==> src/rtl/cordic_pkg.sv <==
// Shared constants, arctangent table and FSM state type for the CORDIC vectoring block.
// All angles are Q3.10 radians and all coordinates are Q3.10 values.
package cordic_pkg;

  localparam int W       = 14;
  localparam int FRAC    = 10;
  localparam int ITER    = 12;
  localparam int K_INV   = 622;   // 1/K of the 12-stage CORDIC gain, in Q0.10
  localparam int PI_HALF = 1608;

  localparam int ATAN_TABLE [ITER] = '{804, 475, 251, 127, 64, 32, 16, 8, 4, 2, 1, 0};

  typedef enum logic [1:0] {
    S_IDLE  = 2'd0,
    S_ITER  = 2'd1,
    S_SCALE = 2'd2
  } state_t;

endpackage

==> src/rtl/cordic_atan_rom.sv <==
// Combinational arctangent lookup: maps micro-rotation index i to atan(2^-i) in Q3.10.
// Indices past the end of the table return zero.
module cordic_atan_rom
  import cordic_pkg::*;
#(
  parameter int ZW = W,
  parameter int IW = 4
) (
  input  logic [IW-1:0]        i_idx,
  output logic signed [ZW-1:0] o_atan
);

  always_comb begin
    // NOTE: assign every combinational output a default first so no path can infer a latch.
    o_atan = '0;
    for (int k = 0; k < ITER; k++) begin
      if (i_idx == IW'(k)) o_atan = ZW'(ATAN_TABLE[k]);
    end
  end

endmodule

==> src/rtl/cordic_vectoring_rtl.sv <==
// Iterative CORDIC in vectoring mode: converts a Q3.10 point to magnitude, angle and quadrant.
// One point is processed at a time: capture with pre-rotation, ITER micro-rotations, one scaling step.
module cordic_vectoring_rtl #(
  parameter int W    = cordic_pkg::W,
  parameter int ITER = cordic_pkg::ITER
) (
  input  logic                clock,
  input  logic                reset,
  input  logic                ce,
  input  logic                valid_in,
  input  logic signed [W-1:0] x_in,
  input  logic signed [W-1:0] y_in,
  output logic                ready_out,
  output logic                valid_out,
  output logic [W:0]          magnitude,
  output logic signed [W-1:0] angle,
  output logic [1:0]          quarter
);

  import cordic_pkg::FRAC;
  import cordic_pkg::K_INV;
  import cordic_pkg::PI_HALF;
  import cordic_pkg::state_t;
  import cordic_pkg::S_IDLE;
  import cordic_pkg::S_ITER;
  import cordic_pkg::S_SCALE;

  // Four guard bits cover the sqrt(2) input growth and the ~1.65 CORDIC gain.
  localparam int DW = W + 4;
  localparam int IW = (ITER > 1) ? $clog2(ITER) : 1;
  localparam int MW = DW + 12;
  localparam logic signed [MW-1:0] K_S       = MW'(K_INV);
  localparam logic signed [MW-1:0] RND       = MW'(1 << (FRAC - 1));
  localparam logic signed [MW-1:0] MAG_MAX   = MW'((1 << (W + 1)) - 1);
  localparam logic signed [W-1:0]  Z_PI_HALF = W'(PI_HALF);

  state_t               r_state, w_state_next;
  logic signed [DW-1:0] r_x, r_y, w_x0, w_y0, w_x_sh, w_y_sh;
  logic signed [W-1:0]  r_z, w_z0, w_atan;
  logic [IW-1:0]        r_i;
  logic [1:0]           r_quad, w_quad;
  logic                 r_zero;
  logic                 w_accept, w_last;
  logic signed [MW-1:0] w_prod, w_scaled;
  logic [W:0]           w_mag;
  logic                 r_valid;
  logic [W:0]           r_mag;
  logic signed [W-1:0]  r_angle;
  logic [1:0]           r_quarter;

  assign ready_out = (r_state == S_IDLE);
  assign w_accept  = ce & valid_in & ready_out;
  assign w_last    = (r_i == IW'(ITER - 1));

  always_ff @(posedge clock or negedge reset) begin
    // NOTE: sequential state uses non-blocking assignments so every register samples pre-edge values.
    if (!reset) r_state <= S_IDLE;
    else        r_state <= w_state_next;
  end

  always_comb begin
    w_state_next = r_state;
    if (ce) begin
      case (r_state)
        S_IDLE:  if (valid_in) w_state_next = S_ITER;
        S_ITER:  if (w_last)   w_state_next = S_SCALE;
        S_SCALE: w_state_next = S_IDLE;
        default: w_state_next = S_IDLE;
      endcase
    end
  end

  // Left half-plane points are turned by +/-pi/2 so the micro-rotations stay in their convergence range.
  always_comb begin
    w_x0   = DW'(x_in);
    w_y0   = DW'(y_in);
    w_z0   = '0;
    w_quad = 2'd0;
    if (x_in[W-1]) begin
      if (y_in[W-1]) begin
        w_x0   = -DW'(y_in);
        w_y0   = DW'(x_in);
        w_z0   = -Z_PI_HALF;
        w_quad = 2'd2;
      end else begin
        w_x0   = DW'(y_in);
        w_y0   = -DW'(x_in);
        w_z0   = Z_PI_HALF;
        w_quad = 2'd1;
      end
    end else if (y_in[W-1]) begin
      w_quad = 2'd3;
    end
  end

  assign w_x_sh = r_x >>> r_i;
  assign w_y_sh = r_y >>> r_i;

  cordic_atan_rom #(.ZW(W), .IW(IW)) u_atan_rom (
    .i_idx  (r_i),
    .o_atan (w_atan)
  );

  always_ff @(posedge clock or negedge reset) begin
    if (!reset) begin
      r_x    <= '0;
      r_y    <= '0;
      r_z    <= '0;
      r_i    <= '0;
      r_quad <= '0;
      r_zero <= 1'b0;
    end else if (ce) begin
      if (w_accept) begin
        r_x    <= w_x0;
        r_y    <= w_y0;
        r_z    <= w_z0;
        r_i    <= '0;
        r_quad <= w_quad;
        r_zero <= (x_in == '0) && (y_in == '0);
      end else if (r_state == S_ITER) begin
        if (!r_y[DW-1]) begin
          r_x <= r_x + w_y_sh;
          r_y <= r_y - w_x_sh;
          r_z <= r_z + w_atan;
        end else begin
          r_x <= r_x - w_y_sh;
          r_y <= r_y + w_x_sh;
          r_z <= r_z - w_atan;
        end
        r_i <= r_i + 1'b1;
      end
    end
  end

  // Gain compensation with round-half-up, clamped to the unsigned output range.
  assign w_prod   = MW'(r_x) * K_S;
  assign w_scaled = (w_prod + RND) >>> FRAC;

  always_comb begin
    w_mag = '0;
    if (w_scaled > MAG_MAX)    w_mag = '1;
    else if (!w_scaled[MW-1]) w_mag = w_scaled[W:0];
  end

  always_ff @(posedge clock or negedge reset) begin
    if (!reset) begin
      r_valid   <= 1'b0;
      r_mag     <= '0;
      r_angle   <= '0;
      r_quarter <= '0;
    end else if (ce) begin
      r_valid <= (r_state == S_SCALE);
      if (r_state == S_SCALE) begin
        r_mag     <= w_mag;
        r_angle   <= r_zero ? '0 : r_z;   // the origin has no direction; report 0
        r_quarter <= r_quad;
      end
    end
  end

  assign valid_out = r_valid;
  assign magnitude = r_mag;
  assign angle     = r_angle;
  assign quarter   = r_quarter;

endmodule

==> config.mk <==
export PLATFORM = sky130hd
export DESIGN_NAME = cordic_vectoring_rtl
export DESIGN_NICKNAME = d
export VERILOG_FILES = /design/src/rtl/cordic_pkg.sv /design/src/rtl/cordic_atan_rom.sv /design/src/rtl/cordic_vectoring_rtl.sv
export SDC_FILE = /design/constraint.sdc
export NUM_CORES = 1
export LEC_CHECK = 0
export CAP_MARGIN = 20
export CORE_ASPECT_RATIO = 2
export CORE_UTILIZATION = 57
export DETAILED_ROUTE_END_ITERATION = 8
export HOLD_SLACK_MARGIN = 0.03
export PLACE_DENSITY = 0.81
export SETUP_SLACK_MARGIN = 0.15
export SLEW_MARGIN = 10
export SYNTH_ARGS = -nofsm -noshare
export SYNTH_HDL_FRONTEND = slang
export SYNTH_HIERARCHICAL = 1
export SYNTH_SLANG_ARGS = --single-unit
==> constraint.sdc <==
create_clock -name clock -period 5.7 [get_ports clock]
set_input_delay 1.14 -clock clock [delete_from_list [all_inputs] [get_ports clock]]
set_output_delay 1.14 -clock clock [all_outputs]
set_load 0.05 [all_outputs]
==> run_results.csv <==
group,metric,value,unit
yosys,ys_ff_latch,91,
drt,antenna_left,0,
yosys,yosys.area.top_type_share,0.172,
setup_path,path_max_fanout,8,
outcome,violations,"setup timing",
worst_hold_path,min_path_cells,2,
drt,drt-initial-drc-count,737,
place,io_buffers,64,
setup_path,endpoint_kind,"register",
place,pre_cts_slack,-0.426,ns
grt,overflow,0,
layout,drive_above_1_share,0.192,
worst_hold_path,min_from,"angle[11]",
sta,rsz0062_at_grt,"true",
sta,slew_violations,0,
setup_path,crit_arrival,6.01,ns
grt,use_met1,0.316,
sta,fin_crit_sh,1.01,
clocking,ctsHtreeMaxLevel,3,
yosys,yosysUniqueCellTypes,95,
grt,grt_pass1_wl,61700,um
drt,num_vias,12300,
clocking,clk_latency,0.39,ns
yosys,async_flop_share,1.00,
layout,instances_no_fill,1961,
place,place.gp.congestion,0.985,
setup_path,r2r_end,"magnitude[6]",
layout,syn2layout_area_growth,20.3,%
drt,dr.pass1.iters,6,
flow_run,max_cap_violations,0,
place,dp.cells,1920,
setup_path,r2r-start,"r_x[9]",
grt,antenna_found_initial,0,
clocking,cts_sinks,91,
grt,met3_usage,0.0578,
clocking,cts_hold_buffers,0,
setup_path,r2r_slack,-0.06,ns
yosys,ys_seq_area_frac,0.172,
die,rows,78,
grt,grt_max_degree,52,
sta,setup_violations,11,
drt,drc,0,
yosys,syn_inst,1547,
sta,slew_headroom,0.295,
yosys,syn-cell-area,0.0132,sq mm
grt,grt_pass1_vias,12700,
grt,grt_use_total,0.341,
sta,max_freq,0.174,GHz
die,dieArea,0.0238,sq mm
setup_path,worst-r2r-cell-count,21,
sta,hold_violations,0,
layout,nets,1903,
die,coreArea,0.0227,sq mm
die,start_util,0.581,
grt,busiest_layer,"met2",
die,die_h,217,um
drt,vias_per_cell,6.25,
setup_path,crit_type,"reg2reg",
layout,n_antenna_cell,0,
drt,wl_per_cell,19.8,um
worst_hold_path,min_to,"angle[11]",
yosys,synth_ff_type,"dfrtp_1",
clocking,cts_tree,"built",
sta,period_needed,5.76,ns
sta,setup_ws,-0.0581,ns
die,ios,65,
die,die_w,110,um
yosys,synth-edff-count,0,
sta,worstMarginPinSlew,1.05,ns
place,dp_hpwl,29900,um
clocking,cts.clk_slew.worst_paths,0.09,ns
yosys,yosys_warnings,6,
yosys,synth_area_leaders,"dfrtp_1 (17%), ha_1 (12%), fa_1 (10%), mux4_2 (5.6%), xnor2_1 (5.4%)",
sta,skew,0.0207,ns
drt,drt-total-wl,38900,um
clocking,numCtsBuffers,9,
worst_hold_path,hold_class,"reg2reg",
yosys,synth_top_area_cell,"dfrtp_1",
setup_path,critPathLaunchType,"register",
outcome,status,"finished with violations",
clocking,clk_root_buffer_cell,"clkbuf_16",
grt,grtUsageMet2,0.626,
clocking,cts_buffer_depth,2,
layout,final_util,0.698,
yosys,syn_avg_cell_area,8.54,sq um
setup_path,required,5.95,ns
-- final cells by class --
class | instances | area, sq um
Clock buffer | 10 | 229
Clock inverter | 6 | 71.3
Fill cell | 1733 | 6860
Inverter | 163 | 612
Multi-Input combinational cell | 1220 | 10700
Sequential cell | 91 | 2300
Tap cell | 280 | 350
Timing Repair Buffer | 191 | 1660
-- flip-flops by register name, summed over array words and instances, names as in the netlist --
register	flops
angle	14
magnitude	15
quarter	2
r_i	4
r_quad	2
r_state	2
r_x	18
r_y	18
r_z	14
r_zero	1
valid_out	1
-- routing by layer --
layer  vias up  part of all wire
met1      5923              0.33
li1       5720                 -
met5         -                 0
met4         0             0.082
met2       407              0.55
met3       204             0.039
-- placed cells by master, fill, tap and decap left out, drive strengths merged, types with 33 or more instances in the layout --
cell type	n
ha	127
fa	68
mux2i	34
xnor2	82
xor2	40
mux4	33
a21oi	108
buf	127
clkdlybuf4s50	63
inv	164
nand2	116
dfrtp	91
o21ai	110
nor2	107
-- worst max-delay path by stage --
stage               startpoint           end  slack (ns)  depth (start not counted)
global route            r_x[9]  magnitude[6]       -0.20                         21
floorplan               r_x[8]  magnitude[2]        0.15                         24
finish                  r_x[9]  magnitude[6]       -0.06                         21
detailed placement      r_x[5]  magnitude[6]       -0.43                         21
global placement        r_x[5]  magnitude[6]       -0.24                         21
CTS                     r_x[8]  magnitude[6]        0.04                         22
-- Yosys cell counts, types with 10 or more instances --
cell type / instances
mux2_2: 12
a22oi_1: 19
inv_1: 159
a31oi_1: 15
nand4_1: 12
nor2_1: 105
dfrtp_1: 91
xnor2_1: 81
and3_1: 16
a21o_1: 16
mux2i_1: 34
xor2_1: 40
nand2b_1: 25
fa_1: 68
or3_1: 10
mux4_2: 33
nor2b_1: 19
o211ai_1: 13
nand3_1: 28
o21ai_0: 105
o21a_1: 13
ha_1: 127
clkbuf_1: 47
nor3_1: 27
o31ai_1: 16
a21oi_1: 106
nand2_1: 116
o21bai_1: 10
a211oi_1: 21
-- logic make-up after synthesis --
family | share of synthesized area
xor+xnor | 0.0815
other cells | 0.000284
compound gates | 0.197
fa+ha+maj | 0.223
flops | 0.172
mux | 0.0962
buf+inv | 0.0736
simple gates | 0.155
-- what timing repair did --
action	CTS	global route
endpoints found under the hold margin	0	0
setup buffers	10	13
cloned	0	1
gates resized for setup	33	52
pin swaps	15	30
endpoints found under the setup margin	15	18
-- worst max-delay path, cell delays in order (launching register included) --
cell	delay (ns)
dfrtp_2	0.46
ha_1	0.35
inv_1	0.08
fa_1	0.55
inv_1	0.05
fa_1	0.49
fa_1	0.44
fa_1	0.61
ha_4	0.23
a21o_1	0.18
a31o_2	0.21
a21oi_1	0.15
o211ai_1	0.16
buf_4	0.18
a2111oi_4	0.29
nand2b_4	0.12
nand2b_4	0.19
nor3_4	0.27
xor2_2	0.12
o21ai_4	0.21
buf_12	0.16
o311ai_2	0.09
-- metrics by stage --
step                area [sq um]  hold slack [ns]  setup TNS [ns]
floorplan                  13500            0.446               0
global placement           14800            0.462           -2.36
detailed placement         14800            0.473           -4.73
CTS                        15500            0.488               0
global route               15900            0.506           -2.58
finish                     15900            0.486          -0.433
Power is not shown: default switching activity piles up to over one toggle a cycle in this logic, so the estimate is an artifact.
